[config.mk]
export PLATFORM = sky130hd
export DESIGN_NAME = mem_port_arbiter
export DESIGN_NICKNAME = d
export VERILOG_FILES = /design/src/rtl/mem_port_arbiter.sv
export SDC_FILE = /design/constraint.sdc
export NUM_CORES = 1
export LEC_CHECK = 0
export BUFFER_PORTS_ARGS = -buffer_cell sky130_fd_sc_hd__buf_4
export CORE_MARGIN = 5
export CORE_UTILIZATION = 40
export DETAILED_ROUTE_END_ITERATION = 10
export HOLD_SLACK_MARGIN = 0.15
export PLACE_DENSITY_LB_ADDON = 0.08
export SYNTH_ARGS = -nofsm -noshare
export SYNTH_HDL_FRONTEND = slang
export SYNTH_SLANG_ARGS = --single-unit
[constraint.sdc]
create_clock -name clk -period 2.7 [get_ports clk]
set_clock_uncertainty 0.15 [all_clocks]
set_input_delay 0.54 -clock clk [delete_from_list [all_inputs] [get_ports clk]]
set_output_delay 0.54 -clock clk [all_outputs]
set_load 0.1 [all_outputs]
[src/rtl/mem_port_arbiter.sv]
// Shares one single-ported memory between instruction fetch, load and store.
// Accesses are serialised through a four-state FSM. Read data is returned with
// one-cycle valid pulses. Loads and stores stall the pipeline until they complete.
module mem_port_arbiter #(
  parameter int unsigned ADDR_W       = 16,
  parameter int unsigned DATA_W       = 16,
  parameter int unsigned MEM_LATENCY  = 1,
  parameter int unsigned STARVE_LIMIT = 4
) (
  input  logic              clk,
  input  logic              rst_n,
  // Instruction fetch
  input  logic              if_req_i,
  input  logic [ADDR_W-1:0] if_addr_i,
  output logic              if_gnt_o,
  output logic              if_rvalid_o,
  output logic [DATA_W-1:0] if_rdata_o,
  // Load
  input  logic              ld_req_i,
  input  logic [ADDR_W-1:0] ld_addr_i,
  output logic              ld_gnt_o,
  output logic              ld_rvalid_o,
  output logic [DATA_W-1:0] ld_rdata_o,
  // Store
  input  logic              st_req_i,
  input  logic [ADDR_W-1:0] st_addr_i,
  input  logic [DATA_W-1:0] st_wdata_i,
  output logic              st_gnt_o,
  output logic              st_done_o,
  // Memory macro
  output logic              mem_en_o,
  output logic              mem_we_o,
  output logic [ADDR_W-1:0] mem_addr_o,
  output logic [DATA_W-1:0] mem_wdata_o,
  input  logic [DATA_W-1:0] mem_rdata_i,
  // Pipeline
  output logic              stall_o
);

  localparam int unsigned LatW = (MEM_LATENCY > 1) ? $clog2(MEM_LATENCY + 1) : 1;
  localparam int unsigned StvW = $clog2(STARVE_LIMIT + 1);

  localparam logic [StvW-1:0] StarveMax = StvW'(STARVE_LIMIT);
  localparam logic [LatW-1:0] LatInit   = LatW'(MEM_LATENCY);
  // Counter value in the last WAIT cycle, i.e. it reaches 1 at the coming edge.
  localparam logic [LatW-1:0] LatLast   = LatW'(2);

  typedef enum logic [1:0] {StIdle, StIssue, StWait, StResp} state_e;
  typedef enum logic [1:0] {SrcNone, SrcIf, SrcLd, SrcSt} src_e;

  state_e            state_q, state_d;
  src_e              src_q, src_d;
  src_e              win;
  logic [ADDR_W-1:0] addr_q, addr_d;
  logic [DATA_W-1:0] wdata_q, wdata_d;
  logic [StvW-1:0]   starve_q, starve_d;
  logic [LatW-1:0]   lat_q, lat_d;
  logic [DATA_W-1:0] if_rdata_q, if_rdata_d;
  logic [DATA_W-1:0] ld_rdata_q, ld_rdata_d;
  logic              capture;

  // Arbitration: store > load > fetch, unless fetch has been starved too long.
  always_comb begin
    win = SrcNone;
    if (state_q == StIdle) begin
      if (if_req_i && (starve_q == StarveMax)) begin
        win = SrcIf;
      end else if (st_req_i) begin
        win = SrcSt;
      end else if (ld_req_i) begin
        win = SrcLd;
      end else if (if_req_i) begin
        win = SrcIf;
      end
    end
  end

  // Next-state logic for the access FSM, request registers and read-data holders.
  always_comb begin
    state_d    = state_q;
    src_d      = src_q;
    addr_d     = addr_q;
    wdata_d    = wdata_q;
    starve_d   = starve_q;
    lat_d      = lat_q;
    if_rdata_d = if_rdata_q;
    ld_rdata_d = ld_rdata_q;
    capture    = 1'b0;

    unique case (state_q)
      StIdle: begin
        if (win != SrcNone) begin
          state_d = StIssue;
          src_d   = win;
          case (win)
            SrcIf: begin
              addr_d   = if_addr_i;
              starve_d = '0;
            end
            SrcLd: addr_d = ld_addr_i;
            SrcSt: begin
              addr_d  = st_addr_i;
              wdata_d = st_wdata_i;
            end
            default: ;
          endcase
          // Data-side grant while fetch is waiting: count towards starvation.
          if ((win != SrcIf) && if_req_i && (starve_q != StarveMax)) begin
            starve_d = starve_q + StvW'(1);
          end
        end
      end
      StIssue: begin
        if (src_q == SrcSt) begin
          state_d = StResp;
        end else if (MEM_LATENCY == 1) begin
          // Single-cycle memory: data is already valid at the end of ISSUE.
          capture = 1'b1;
          state_d = StResp;
        end else begin
          lat_d   = LatInit;
          state_d = StWait;
        end
      end
      StWait: begin
        lat_d = lat_q - LatW'(1);
        if (lat_q == LatLast) begin
          capture = 1'b1;
          state_d = StResp;
        end
      end
      StResp: begin
        state_d = StIdle;
      end
      default: begin
        state_d = StIdle;
      end
    endcase

    if (capture) begin
      if (src_q == SrcIf) begin
        if_rdata_d = mem_rdata_i;
      end else begin
        ld_rdata_d = mem_rdata_i;
      end
    end
  end

  // State and datapath registers.
  always_ff @(posedge clk or negedge rst_n) begin
    if (!rst_n) begin
      state_q    <= StIdle;
      src_q      <= SrcNone;
      addr_q     <= '0;
      wdata_q    <= '0;
      starve_q   <= '0;
      lat_q      <= '0;
      if_rdata_q <= '0;
      ld_rdata_q <= '0;
    end else begin
      state_q    <= state_d;
      src_q      <= src_d;
      addr_q     <= addr_d;
      wdata_q    <= wdata_d;
      starve_q   <= starve_d;
      lat_q      <= lat_d;
      if_rdata_q <= if_rdata_d;
      ld_rdata_q <= ld_rdata_d;
    end
  end

  // Memory strobes are driven only in ISSUE; everything else idles at 0.
  always_comb begin
    mem_en_o    = 1'b0;
    mem_we_o    = 1'b0;
    mem_addr_o  = '0;
    mem_wdata_o = '0;
    if (state_q == StIssue) begin
      mem_en_o   = 1'b1;
      mem_addr_o = addr_q;
      if (src_q == SrcSt) begin
        mem_we_o    = 1'b1;
        mem_wdata_o = wdata_q;
      end
    end
  end

  // Grants and stall are combinational; gate them so reset forces them low.
  assign if_gnt_o    = rst_n && (win == SrcIf);
  assign ld_gnt_o    = rst_n && (win == SrcLd);
  assign st_gnt_o    = rst_n && (win == SrcSt);

  assign if_rvalid_o = (state_q == StResp) && (src_q == SrcIf);
  assign ld_rvalid_o = (state_q == StResp) && (src_q == SrcLd);
  assign st_done_o   = (state_q == StResp) && (src_q == SrcSt);

  assign if_rdata_o  = if_rdata_q;
  assign ld_rdata_o  = ld_rdata_q;

  assign stall_o = rst_n && (ld_req_i || st_req_i) && !(ld_rvalid_o || st_done_o);

endmodule

==> flow_summary.yaml, run 1 <==
status:
  outcome: "complete, no violations"
cts:
  cts-buffers-inserted: 9
  htreeDepth: 3
  clk_path_buf_depth: 2
  cts_root_buffer: "clkbuf_8"
  insertion_delay_ns: 0.33
  clk_pin_slew_worst_paths_ns: 0.07
  cts_sinks: 72
  cts_tree: "done"
logic_synthesis:
  yosys.cell_count.top_type: "dfrtp_1"
  ys_types: 38
  async_flop_share: 1.00
  synth.cell_area_um2: 3470
  yosysSeqAreaShare: 0.519
  synth_area_leaders: "dfrtp_1 (52%), mux2_4 (8.6%), and2_1 (6.1%)"
  yosysTopAreaCellShare: 0.519
  yosys.area.top_type: "dfrtp_1"
  synth_warnings: 0
  synth_edf_count: 0
  synth_common_cells: "dfrtp_1 (72), and2_1 (34), mux2_4 (20)"
  synth_ff_type: "dfrtp_1"
  synth_area_per_cell_um2: 12.8
  syn-num-nets: 363
  synthCells: 271
  ys_ff_latch: 72
floorplan:
  die_x_um: 103
  die-area_um2: 10700
  die_y_um: 103
  core_area_um2: 8590
  start_util: 0.404
  ios: 158
  core.rowCount: 34
timing:
  finalSetupViolCount: 0
  fin_crit_ns: 2.56
  tns_ns: 0
  tightest_slew_ns: 0.639
  drv_slew: 0
  finalHoldViolCount: 0
  grt_setup_unrepaired: "false"
  max_freq_ghz: 0.390
  post-route-period-util: 0.950
  relSlewSlack: 0.572
worst_hold_path:
  min_path_type: "input pin to flip-flop"
  whs_path_depth: 2
  hold_start: "mem_rdata_i[10]"
  whs_endpoint: "if_rdata_o[10]$_DFFE_PN0P_"
finish:
  nNetsFinal: 525
  layout-area-overhead-vs-synth_pct: 45.5
  antenna-diode-count: 0
  fillers: 742
  drive_gt1_frac: 0.587
drt:
  routed_wl_um: 8900
  dr.pass1.iters: 4
  viasPerCell: 4.96
  dr.first_iter.drc_count: 131
  drc: 0
  wl_per_cell_um: 16.3
  num_vias: 2706
  drtAntennaViolNets: 0
grt:
  antenna_found_initial: 0
  grt.overflow.total: 0
  track_usage: 0.165
  grt_pass1_wl_um: 13400
  grt_max_degree: 48
  grt_pass1_vias: 2661
setup_path:
  crit_chain: "inv_1, ha_1, nand2_1, a21boi_0, o21a_1, and3_1, buf_6"
  timing.rr.start: "state_q[0]$_DFFE_PN0P_"
  worstSetupEndpointType: "output pin"
  worstReg2RegEnd: "if_rdata_o[2]$_DFFE_PN0P_"
  critPathBufInv: 2
  worstPathArrival_ns: 1.87
  crit_required_ns: 2.01
  critPathKind: "flip-flop to output pin"
  reg2reg_depth: 5
  cp_slowest_cell: "dfrtp_1"
  slowest_delay_ns: 0.41
  r2r_setup_slack_ns: 0.54
  crit_start: "starve_q[0]$_DFFE_PN0P_"
  path_max_fanout: 4
  cp-start-kind: "flip-flop"
  crit_family: "flip-flops"
placement:
  hpwl_um: 6770
  gp_congestion: 0.830
  port_buffers: 157
job:
  max_cap_viol_count: 0
registers in the layout, indices dropped and copies added (netlist names):
| signal | cells |
|---|---|
| wdata_q | 16 |
| src_q | 2 |
| state_q | 2 |
| lat_q | 1 |
| addr_q | 16 |
| ld_rdata_o | 16 |
| if_rdata_o | 16 |
| starve_q | 3 |
placed cells by master, fill, tap and decap left out, types with 2 or more instances in the layout:
cell      instances
inv_1             7
a21oi_1          17
clkinv_2          4
nor2_1           17
nand2_1           5
and2_4            9
and3_1            4
ha_1              5
mux2_4           20
clkbuf_8         10
a222oi_1         16
mux2_2           15
xor2_1            2
and2_1            8
dfrtp_1          72
and2_2           19
buf_4           150
nand3_1           2
buf_6            17
nor2b_4           2
o21ai_0           2
mux2_1           14
stage by stage:
| step | utilization | hold slack (ns) | cells | setup slack [ns] | cell area [µm²] |
|---|---|---|---|---|---|
| floorplan | - | 0.0944 | 271 | 0.0666 | 3550 |
| global placement | 0.556 | 0.222 | 528 | 0.395 | 4780 |
| detailed placement | 0.556 | 0.224 | 528 | 0.325 | 4780 |
| CTS | 0.587 | 0.261 | 545 | 0.00232 | 5040 |
| global route | 0.588 | 0.259 | 546 | 0.00611 | 5060 |
| finish | 0.588 | 0.280 | 546 | 0.136 | 5060 |
worst register-to-register path, cell delays in order, from the launching register on:
cell	delay, ns
dfrtp_1	0.45
inv_1	0.12
ha_1	0.25
nor2b_4	0.15
o211ai_4	0.52
mux2_2	0.41
how the worst max path moves through the flow:
stage / endpoint / slack (ns) / cells past startpoint
after floorplan: mem_wdata_o[10] / 0.07 / 7
after global placement: mem_wdata_o[3] / 0.40 / 6
after detailed placement: mem_wdata_o[3] / 0.32 / 6
after CTS: mem_wdata_o[3] / 0.002 / 6
after global routing: if_gnt_o / 0.006 / 7
final: if_gnt_o / 0.14 / 7
final cells by class:
type                    count  area [µm²]  area share
inverters                   7        26.3     0.00520
multi-input cells         175        1570       0.310
flip-flops and latches     72        1800       0.356
clock inverters             6        58.8      0.0116
clock buffers              10         138      0.0272
repair buffers            168        1330       0.263
well taps                 108         135      0.0267
timing repair:
action                                 CTS  global route
gates resized for setup                 16             2
setup endpoints to repair               16            20
endpoints found under the hold margin   25             0
buffers inserted                         0             1
hold buffers                             1             0
per-layer routing:
| metal | track usage | vias up | wire length (µm) |
|---|---|---|---|
| li1 | - | 1289 | - |
| met1 | 0.210 | 1291 | 3640 |
| met2 | 0.280 | 109 | 4550 |
| met3 | 0.0349 | 17 | 582 |
| met4 | 0.0538 | 0 | 117 |
| met5 | 0 | - | 0 |
kinds of logic (layout without fill, tap and decap cells):
| logic type | after synthesis | in the layout | share of synthesized area |
|---|---|---|---|
| and+or+nand+nor | 73 | 73 | 0.123 |
| buffers and inverters | 24 | 191 | 0.0472 |
| DFF | 72 | 72 | 0.519 |
| AOI/OAI and AO/OA | 43 | 43 | 0.0976 |
| adders and majority gates | 7 | 7 | 0.0252 |
| muxes | 50 | 50 | 0.183 |
| xor gates and xnor gates | 2 | 2 | 0.00504 |
Power of run 1 is left out: the tool's default activity adds up to more than one toggle a clock period on the data nets, which glitch-free logic cannot reach.
==> run 2, diff against run 1 <==
--- a/config.mk
+++ b/config.mk
@@ -5,9 +5,11 @@
 export SDC_FILE = /design/constraint.sdc
 export NUM_CORES = 1
 export LEC_CHECK = 0
+export ABC_AREA = 1
 export BUFFER_PORTS_ARGS = -buffer_cell sky130_fd_sc_hd__buf_4
 export CORE_MARGIN = 5
 export CORE_UTILIZATION = 40
+export CTS_BUF_LIST = sky130_fd_sc_hd__clkbuf_4 sky130_fd_sc_hd__clkbuf_8
 export DETAILED_ROUTE_END_ITERATION = 10
 export HOLD_SLACK_MARGIN = 0.15
 export PLACE_DENSITY_LB_ADDON = 0.08
==> flow_summary.yaml, run 2 <==
logic_synthesis:
  synth_area_leaders: "dfrtp_1 (49%), nand2_1 (16%), nor2_1 (7.4%)"
  ys_ff_latch: 72
  syn-num-nets: 585
  yosys.area.top_type: "dfrtp_1"
  yosysSeqAreaShare: 0.487
  synth_ff_type: "dfrtp_1"
  synth_area_per_cell_um2: 7.50
  synth_common_cells: "nand2_1 (161), nor2_1 (73), dfrtp_1 (72)"
  synth_edf_count: 0
  synth.cell_area_um2: 3700
  synth_warnings: 0
  synthCells: 493
  ys_types: 28
  yosysTopAreaCellShare: 0.487
  async_flop_share: 1.00
  yosys.cell_count.top_type: "nand2_1"
timing:
  fin_crit_ns: 2.61
  tightest_slew_ns: 0.903
  finalHoldViolCount: 0
  finalSetupViolCount: 0
  relSlewSlack: 0.398
  tns_ns: 0
  max_freq_ghz: 0.383
  drv_slew: 0
  post-route-period-util: 0.966
setup_path:
  worstPathArrival_ns: 1.92
  timing.rr.start: "state_q[0]$_DFFE_PN0P_"
  cp-start-kind: "flip-flop"
  crit_required_ns: 2.01
  r2r_setup_slack_ns: 0.59
  reg2reg_depth: 8
  critPathKind: "flip-flop to output pin"
  path_max_fanout: 3
  worstReg2RegEnd: "ld_rdata_o[9]$_DFFE_PN0P_"
  worstSetupEndpointType: "output pin"
grt:
  grt_pass1_wl_um: 17200
  grt.overflow.total: 0
  track_usage: 0.187
  antenna_found_initial: 0
  grt_pass1_vias: 3575
  grt_max_degree: 73
job:
  max_cap_viol_count: 0
floorplan:
  core_area_um2: 9110
  ios: 158
  die-area_um2: 11300
  core.rowCount: 35
  start_util: 0.406
  die_y_um: 106
  die_x_um: 106
drt:
  drc: 0
  viasPerCell: 4.79
  dr.pass1.iters: 4
  wl_per_cell_um: 13.5
  drtAntennaViolNets: 0
  routed_wl_um: 10400
  num_vias: 3677
  dr.first_iter.drc_count: 157
status:
  outcome: "complete, no violations"
finish:
  regArea_um2: 1800
  drive_gt1_frac: 0.350
  antenna-diode-count: 0
  layout-area-overhead-vs-synth_pct: 46.3
  final_cell_mix: "buf_4 (169), nand2_1 (160), dfrtp_1 (70)"
  fillers: 841
  multi_input_area_um2: 1710
  final_common_cell: "buf_4"
  nNetsFinal: 745
cts:
  postCtsHoldBufs: 0
  cts_sinks: 72
  insertion_delay_ns: 0.34
  clk_pin_slew_worst_paths_ns: 0.08
  cts_tree: "done"
  cts_root_buffer: "clkbuf_8"
  cts-buffers-inserted: 9
  clk_path_buf_depth: 2
  htreeDepth: 3
placement:
  gp_congestion: 0.783
  hpwl_um: 7540
  port_buffers: 157
worst_hold_path:
  whs_path_depth: 3
  hold_start: "st_wdata_i[15]"
  whs_endpoint: "wdata_q[15]$_DFFE_PN0P_"
  min_path_type: "input pin to flip-flop"
==> run 2: changes by cell type after synthesis, moves of 16 or more <==
cell      before  now
nor2_1        17   73
a21oi_1       17    0
o21ai_0        2   33
mux2_4        20    0
a222oi_1      16    0
nand3_1        2   37
and2_1        34    0
inv_1          7   47
nand2_1        5  161
==> run 2: layer usage <==
layer	track usage	part of all wire	wire [µm]
met5	0	0	0
met4	0.0546	0.011	119
met1	0.243	0.43	4430
met2	0.306	0.48	4990
met3	0.0516	0.083	865
==> run 2: final cells by class <==
type / count / area share
inverter: 52 / 0.0361
timing repair buffer: 174 / 0.249
multi-input combinational: 344 / 0.317
clock inverter: 2 / 0.00694
sequential: 72 / 0.334
clock buffer: 13 / 0.0319
tap: 111 / 0.0257
==> run 2: how the worst max path moves through the flow <==
stage                            startpoint        to  slack (ns)  cells after the start
finish              starve_q[1]$_DFFE_PN0P_  if_gnt_o        0.09                      8
global route        starve_q[0]$_DFFE_PN0P_  if_gnt_o      -0.009                      8
CTS                 starve_q[0]$_DFFE_PN0P_  if_gnt_o       -0.02                      8
detailed placement  starve_q[0]$_DFFE_PN0P_  if_gnt_o        0.20                      8
global placement                   if_req_i  if_gnt_o        0.23                      7
floorplan            state_q[0]$_DFFE_PN0P_  ld_gnt_o       -0.23                      8
==> run 2: critical path, stage by stage (launching register included) <==
cell and delay, ns:
dfrtp_1 0.39, inv_1 0.08, ha_1 0.19, nand2_2 0.09, nor2_4 0.13, o21ai_1 0.11
or2_1 0.28, nor2_4 0.13, buf_12 0.18
==> run 2: kinds of logic after synthesis <==
| family | count (synthesis) | synth area share |
|---|---|---|
| AOI/OAI and AO/OA | 38 | 0.0558 |
| buffers and inverters | 77 | 0.0897 |
| and+or+nand+nor | 297 | 0.339 |
| DFF | 72 | 0.487 |
| adders and majority gates | 7 | 0.0237 |
| xor gates and xnor gates | 2 | 0.00474 |
==> run 2: what timing repair did <==
item / in CTS / in global routing
setup buffers: 0 / 5
endpoints found under the setup margin: 3 / 11
gates cloned: 0 / 0
gates resized for setup: 11 / 7
pin swaps: 0 / 2
==> run 2: metrics by stage <==
stage / cells / worst slack [ns] / util / hold slack (ns) / area (µm²)
floorplan: 493 / -0.227 / - / 0.0944 / 3830
finish: 768 / 0.0922 / 0.594 / 0.271 / 5410
detailed placement: 748 / 0.198 / 0.560 / 0.311 / 5100
global placement: 748 / 0.230 / 0.560 / 0.304 / 5100
global route: 768 / -0.00859 / 0.594 / 0.273 / 5410
CTS: 763 / -0.0248 / 0.587 / 0.259 / 5350
Power of run 2 is left out for the same reason.
